**src/rtl/tdc_power_seq.sv**
```systemverilog
// Power/reset sequencer for N_CH TDC channels, commanded by single UART bytes.
// Walks each enabled channel through enable-off, boot wait and a soft-reset pulse.
module tdc_power_seq #(
    parameter int N_CH             = 6,
    parameter int OFF_CYCLES       = 1000,
    parameter int BOOT_CYCLES      = 1000000,
    parameter int RST_PULSE_CYCLES = 4
) (
    input  logic            clk,
    input  logic            rst,
    input  logic [7:0]      rx_data,
    input  logic            new_rx_data,
    output logic [N_CH-1:0] tdc_enable,
    output logic [N_CH-1:0] soft_reset,
    output logic            go_home,
    output logic            pause,
    output logic            busy,
    output logic            ready,
    output logic [N_CH-1:0] active_mask
);

    // state | meaning
    // IDLE  | channels off, waiting for a "d" command
    // OFF   | enables held low to guarantee a clean low->high edge
    // BOOT  | enables high, waiting out the TDC boot time
    // SRST  | enables high, soft-reset pulse asserted
    // READY | sequence complete, channels running
    typedef enum logic [2:0] {
        IDLE  = 3'd0,
        OFF   = 3'd1,
        BOOT  = 3'd2,
        SRST  = 3'd3,
        READY = 3'd4
    } state_t;

    localparam int MAX_A    = (OFF_CYCLES > BOOT_CYCLES) ? OFF_CYCLES : BOOT_CYCLES;
    localparam int MAX_CYC  = (MAX_A > RST_PULSE_CYCLES) ? MAX_A : RST_PULSE_CYCLES;
    localparam int CNT_W    = $clog2(MAX_CYC) + 1;

    localparam logic [CNT_W-1:0] OFF_LAST  = CNT_W'(OFF_CYCLES - 1);
    localparam logic [CNT_W-1:0] BOOT_LAST = CNT_W'(BOOT_CYCLES - 1);
    localparam logic [CNT_W-1:0] SRST_LAST = CNT_W'(RST_PULSE_CYCLES - 1);
    localparam logic [CNT_W-1:0] CNT_MAX   = '1;

    localparam logic [7:0] CMD_D = 8'h64;
    localparam logic [7:0] CMD_R = 8'h72;
    localparam logic [7:0] CMD_H = 8'h68;
    localparam logic [7:0] CMD_S = 8'h73;
    localparam logic [7:0] CMD_P = 8'h70;
    localparam logic [7:0] CMD_M = 8'h6d;

    state_t            state_q, state_d;
    logic [CNT_W-1:0]  cnt_q, cnt_d;
    logic              mask_pend_q, mask_pend_d;
    logic [N_CH-1:0]   cfg_mask_q, cfg_mask_d;
    logic [N_CH-1:0]   active_mask_q, active_mask_d;
    logic [N_CH-1:0]   tdc_enable_q, tdc_enable_d;
    logic [N_CH-1:0]   soft_reset_q, soft_reset_d;
    logic              go_home_q, go_home_d;
    logic              pause_q, pause_d;
    logic              busy_q, busy_d;
    logic              ready_q, ready_d;
    logic              enter;

    always_ff @(posedge clk) begin
        if (rst) begin
            state_q       <= IDLE;
            cnt_q         <= '0;
            mask_pend_q   <= 1'b0;
            cfg_mask_q    <= '1;
            active_mask_q <= '1;
            tdc_enable_q  <= '0;
            soft_reset_q  <= '0;
            go_home_q     <= 1'b0;
            pause_q       <= 1'b0;
            busy_q        <= 1'b0;
            ready_q       <= 1'b0;
        end else begin
            state_q       <= state_d;
            cnt_q         <= cnt_d;
            mask_pend_q   <= mask_pend_d;
            cfg_mask_q    <= cfg_mask_d;
            active_mask_q <= active_mask_d;
            tdc_enable_q  <= tdc_enable_d;
            soft_reset_q  <= soft_reset_d;
            go_home_q     <= go_home_d;
            pause_q       <= pause_d;
            busy_q        <= busy_d;
            ready_q       <= ready_d;
        end
    end

    always_comb begin
        state_d       = state_q;
        cnt_d         = cnt_q;
        mask_pend_d   = mask_pend_q;
        cfg_mask_d    = cfg_mask_q;
        active_mask_d = active_mask_q;
        go_home_d     = go_home_q;
        pause_d       = pause_q;
        enter         = 1'b0;

        case (state_q)
            OFF:  if (cnt_q == OFF_LAST)  begin state_d = BOOT;  enter = 1'b1; end
            BOOT: if (cnt_q == BOOT_LAST) begin state_d = SRST;  enter = 1'b1; end
            SRST: if (cnt_q == SRST_LAST) begin state_d = READY; enter = 1'b1; end
            default: ;
        endcase

        // A command overrides any timed transition in the same cycle.
        if (new_rx_data) begin
            if (mask_pend_q) begin
                cfg_mask_d  = rx_data[N_CH-1:0];
                mask_pend_d = 1'b0;
            end else begin
                case (rx_data)
                    CMD_D: begin
                        active_mask_d = cfg_mask_q;
                        go_home_d     = 1'b0;
                        state_d       = OFF;
                        enter         = 1'b1;
                    end
                    CMD_R: begin
                        if (state_q == READY) begin
                            state_d = SRST;
                            enter   = 1'b1;
                        end
                    end
                    CMD_H: begin
                        go_home_d = 1'b1;
                        state_d   = IDLE;
                        enter     = 1'b1;
                    end
                    CMD_S:   pause_d     = 1'b1;
                    CMD_P:   pause_d     = 1'b0;
                    CMD_M:   mask_pend_d = 1'b1;
                    default: ;
                endcase
            end
        end

        if (enter) begin
            cnt_d = '0;
        end else if ((state_q == OFF || state_q == BOOT || state_q == SRST) && cnt_q != CNT_MAX) begin
            cnt_d = cnt_q + 1'b1;
        end
    end

    // Outputs are decoded from the next state so they are registered without a cycle of lag.
    always_comb begin
        tdc_enable_d = '0;
        soft_reset_d = '0;
        busy_d       = 1'b0;
        ready_d      = 1'b0;
        case (state_d)
            OFF: busy_d = 1'b1;
            BOOT: begin
                tdc_enable_d = active_mask_d;
                busy_d       = 1'b1;
            end
            SRST: begin
                tdc_enable_d = active_mask_d;
                soft_reset_d = active_mask_d;
                busy_d       = 1'b1;
            end
            READY: begin
                tdc_enable_d = active_mask_d;
                ready_d      = 1'b1;
            end
            default: ;
        endcase
    end

    assign tdc_enable  = tdc_enable_q;
    assign soft_reset  = soft_reset_q;
    assign go_home     = go_home_q;
    assign pause       = pause_q;
    assign busy        = busy_q;
    assign ready       = ready_q;
    assign active_mask = active_mask_q;

endmodule

```
**config.mk**
```make
export PLATFORM = sky130hd
export DESIGN_NAME = tdc_power_seq
export DESIGN_NICKNAME = d
export VERILOG_FILES = /design/src/rtl/tdc_power_seq.sv
export SDC_FILE = /design/constraint.sdc
export NUM_CORES = 1
export LEC_CHECK = 0
export ABC_AREA = 0
export CAP_MARGIN = 20
export CORE_MARGIN = 10
export CORE_UTILIZATION = 49
export DETAILED_ROUTE_END_ITERATION = 10
export PLACE_DENSITY_LB_ADDON = 0.1
export SLEW_MARGIN = 10
export SYNTH_ARGS = -nofsm -noshare
export SYNTH_HDL_FRONTEND = slang
export SYNTH_SLANG_ARGS = --single-unit
```
**constraint.sdc**
```tcl
create_clock -name clk -period 1.8 [get_ports clk]
set_input_delay 0.45 -clock clk [delete_from_list [all_inputs] [get_ports clk]]
set_output_delay 0.45 -clock clk [all_outputs]
set_load 0.02 [all_outputs]
```
==> out/qor.yml <==
pwr:
  p_per_area_mw_per_mm2: 551
  p_sw_w: 0.000469
  p_seq_share_pct: 59.3
  p_int_w: 0.00150
  power.share.clock_pct: 35.7
  swShare_pct: 23.8
  ir_drop_uv: 358
  power_frac_comb_pct: 5.0
  p_leak_nw: 1.50
floorplan:
  dieWidth_um: 90.9
  start_util_pct: 51.5
  ios: 33
  die_area_sq_mm: 0.00827
  core_sq_mm: 0.00479
  die-height_um: 90.9
  rows: 25
setup_path:
  reg2reg_setup_slack_ps: -150
  crit_arrival_ps: 2190
  regToRegEndpoint: "tdc_enable[2]"
  rr_worst_depth: 7
  cp.required_ps: 2040
  setup.worst_path.end_class: "flip-flop"
  worstSetupPathType: "reg2reg"
  critical_path.startpoint: "cnt_q[1]"
  critPathLaunchType: "flip-flop"
  critPathCapture: "tdc_enable[2]"
  crit_fanout: 7
  r2r-start: "cnt_q[1]"
synth:
  synthMuxAreaShare_pct: 2.84
  yosysTopAreaCell: "dfxtp_1"
  synth_top_family_by_area: "simple AND/OR/NAND/NOR gates"
  synth_area_leaders: "dfxtp_1 43%, xor2_1 6.8%, nor2_1 6.1%, nand4_1 3.6%, nand3_1 3.0%"
  synth-seq-cells: 53
  synth.distinct_cells: 55
  synth_warnings: 0
  synth_flop_cell: "dfxtp_1"
  seq_area_frac_synth_pct: 43.0
  synth_compound_area_share_pct: 11.7
  postSynthCellCount: 268
  syn_area_sq_mm: 0.00246
  synth_edf_count: 0
  synthAdderAreaFrac_pct: 1.02
  syn_nets: 281
  async_flop_share_pct: 0
  synth_xor_xnor_area_share_pct: 7.11
  yosys.area_share.simple_pct: 31.9
  synth_common_cells: "53 x dfxtp_1, 40 x nor2_1, 19 x xor2_1"
  synth_top_area_share_pct: 43.0
  synth.most_common_cell: "dfxtp_1"
  syn-mean-instance-area_sq_um: 9.20
detailed_routing:
  dr.pass1.iters: 4
  routed_via_density: 5.37
  antenna_left: 0
  finalWirelength_um: 6300
  first_iter_violations: 94
  vias: 2293
  avgRoutedWirePerCell_um: 14.7
  drc: 0
clocking:
  insertion_delay_ps: 310
  cts.sinks: 53
  holdBufCountCts: 0
  root_buffer: "clkbuf_8"
  cts.clk_slew.worst_paths_ps: 100
  max-clock-path-buffers: 2
  cts_tree: "yes"
  h-tree-depth: 2
  cts_buffers: 5
global_routing:
  grt_pass1_wl_um: 10500
  grt_max_degree: 22
  antenna_found_initial: 0
  track_usage_pct: 14.7
  grt_pass1_vias: 2225
  grt-ovfl-total: 0
run_status:
  status: "complete, but fails checks"
  violations: "negative setup slack"
sta:
  rsz0062_at_grt: "true"
  slew_headroom_pct: 73.5
  tns_ps: -3280
  period_minus_slack_ps: 1950
  hold_violations: 0
  max_freq_ghz: 0.513
  fin_skew_ps: 4.34
  layout_setup_ws_ps: -149
  period_share_pct: 108
  tightestPinTransition_ps: 387
  fin_hold_ws_ps: 473
  final_max_slew_viol_count: 0
  finalSetupViolations: 37
finish:
  layout-drive-gt1-share_pct: 32.8
  finalNetCount: 372
  syn_to_final_growth_pct: 45.1
  n_antenna_cell: 0
hold_path:
  hold_class: "reg2reg"
placement:
  gp_congestion: 0.861
  numPortBuffers: 32
  hpwl_um: 4550
flow_run:
  maxCapViolations: 0
## worst min path at each step
stage | start | end | slack (ps) | cells past startpoint
after CTS | cfg_mask_q[5] | cfg_mask_q[5] | 470 | 1
after floorplan | cfg_mask_q[0] | cfg_mask_q[0] | 430 | 1
after global placement | cfg_mask_q[1] | cfg_mask_q[1] | 450 | 1
final | cfg_mask_q[5] | cfg_mask_q[5] | 470 | 1
after detailed placement | cfg_mask_q[5] | cfg_mask_q[5] | 450 | 1
after global routing | cfg_mask_q[5] | cfg_mask_q[5] | 500 | 1
## area by class of cell
type	count	area [sq um]
Tap cell	67	83.8
Clock inverter	3	25.0
Fill cell	375	1210
Sequential cell	53	1070
Inverter	3	11.3
Multi-Input combinational cell	202	1520
Clock buffer	5	68.8
Timing Repair Buffer	94	796
## placed cells by master, fill, tap and decap left out, drive strengths merged, types with 3 or more instances in the layout
cell type,n
nor2,42
nor3b,8
xor2,19
and3,11
nand4,15
clkdlybuf4s50,24
nand3,15
and4,3
nand2b,6
buf,62
nor3,8
mux2i,7
o21ai,3
dfxtp,53
nor4,3
inv,5
or2,3
nand2,12
clkbuf,5
a211o,6
dlygate4sd2,7
a31oi,4
a21oi,11
## routing by layer
| layer | up-vias | share of wire [%] | wire, um | track usage, % |
|---|---|---|---|---|
| met5 | - | 0 | 0 | 0 |
| met4 | 0 | 1.0 | 65 | 3.52 |
| met3 | 8 | 4.7 | 296 | 3.24 |
| met2 | 52 | 44 | 2800 | 22.7 |
| met1 | 1090 | 50 | 3140 | 20.4 |
| li1 | 1143 | - | - | - |
## per-stage QoR
stage,power [W],cell area (sq um),instances,utilization [%],setup WS [ps]
CTS,0.00198,3460,421,72.2,-72.2
finish,0.00197,3580,427,74.7,-149
floorplan,0.00124,2500,268,-,5.79
global route,0.00204,3580,427,74.7,-216
detailed placement,0.00130,3270,410,68.3,-564
global placement,0.00130,3270,410,68.3,-512
## registers in the layout, summed over array words and instances, names as in the netlist
register / cells
mask_pend_q: 1
pause: 1
active_mask: 6
cnt_q: 21
tdc_enable: 6
busy: 1
ready: 1
go_home: 1
state_q: 3
soft_reset: 6
cfg_mask_q: 6
## power by group through the flow
stage               sequential (W)  combinational (W)  clock [W]
global placement           0.00120          0.0000979          0
floorplan                  0.00120          0.0000380          0
detailed placement         0.00120          0.0000989          0
finish                     0.00117          0.0000992   0.000704
CTS                        0.00117          0.0000955   0.000717
global route               0.00117           0.000109   0.000759
## worst max-delay path, stage by stage, from the launching register on
cell and delay (ps):
dfxtp_4 390, ha_4 150, nand2_4 60, or4_4 570, nor2_2 100, o211a_1 190, o2111ai_4 220, a21oi_1 200
## kinds of logic (layout without fill, tap and decap cells)
family | after synthesis | after routing
xor gates and xnor gates | 20 | 20
and+or+nand+nor | 137 | 137
muxes | 7 | 7
adders and majority gates | 2 | 2
buffers and inverters | 13 | 105
AOI/OAI and AO/OA | 36 | 36
DFF | 53 | 53
## what timing repair did
item                                    4_1_cts  5_1_grt
buffers inserted                              3        6
gates resized for setup                      24       18
hold endpoints to repair                      0        0
endpoints found under the setup margin       41       38
pin swaps                                    18       15
gates cloned                                  0        0
Note: power is estimated with default switching activity, not from simulation.
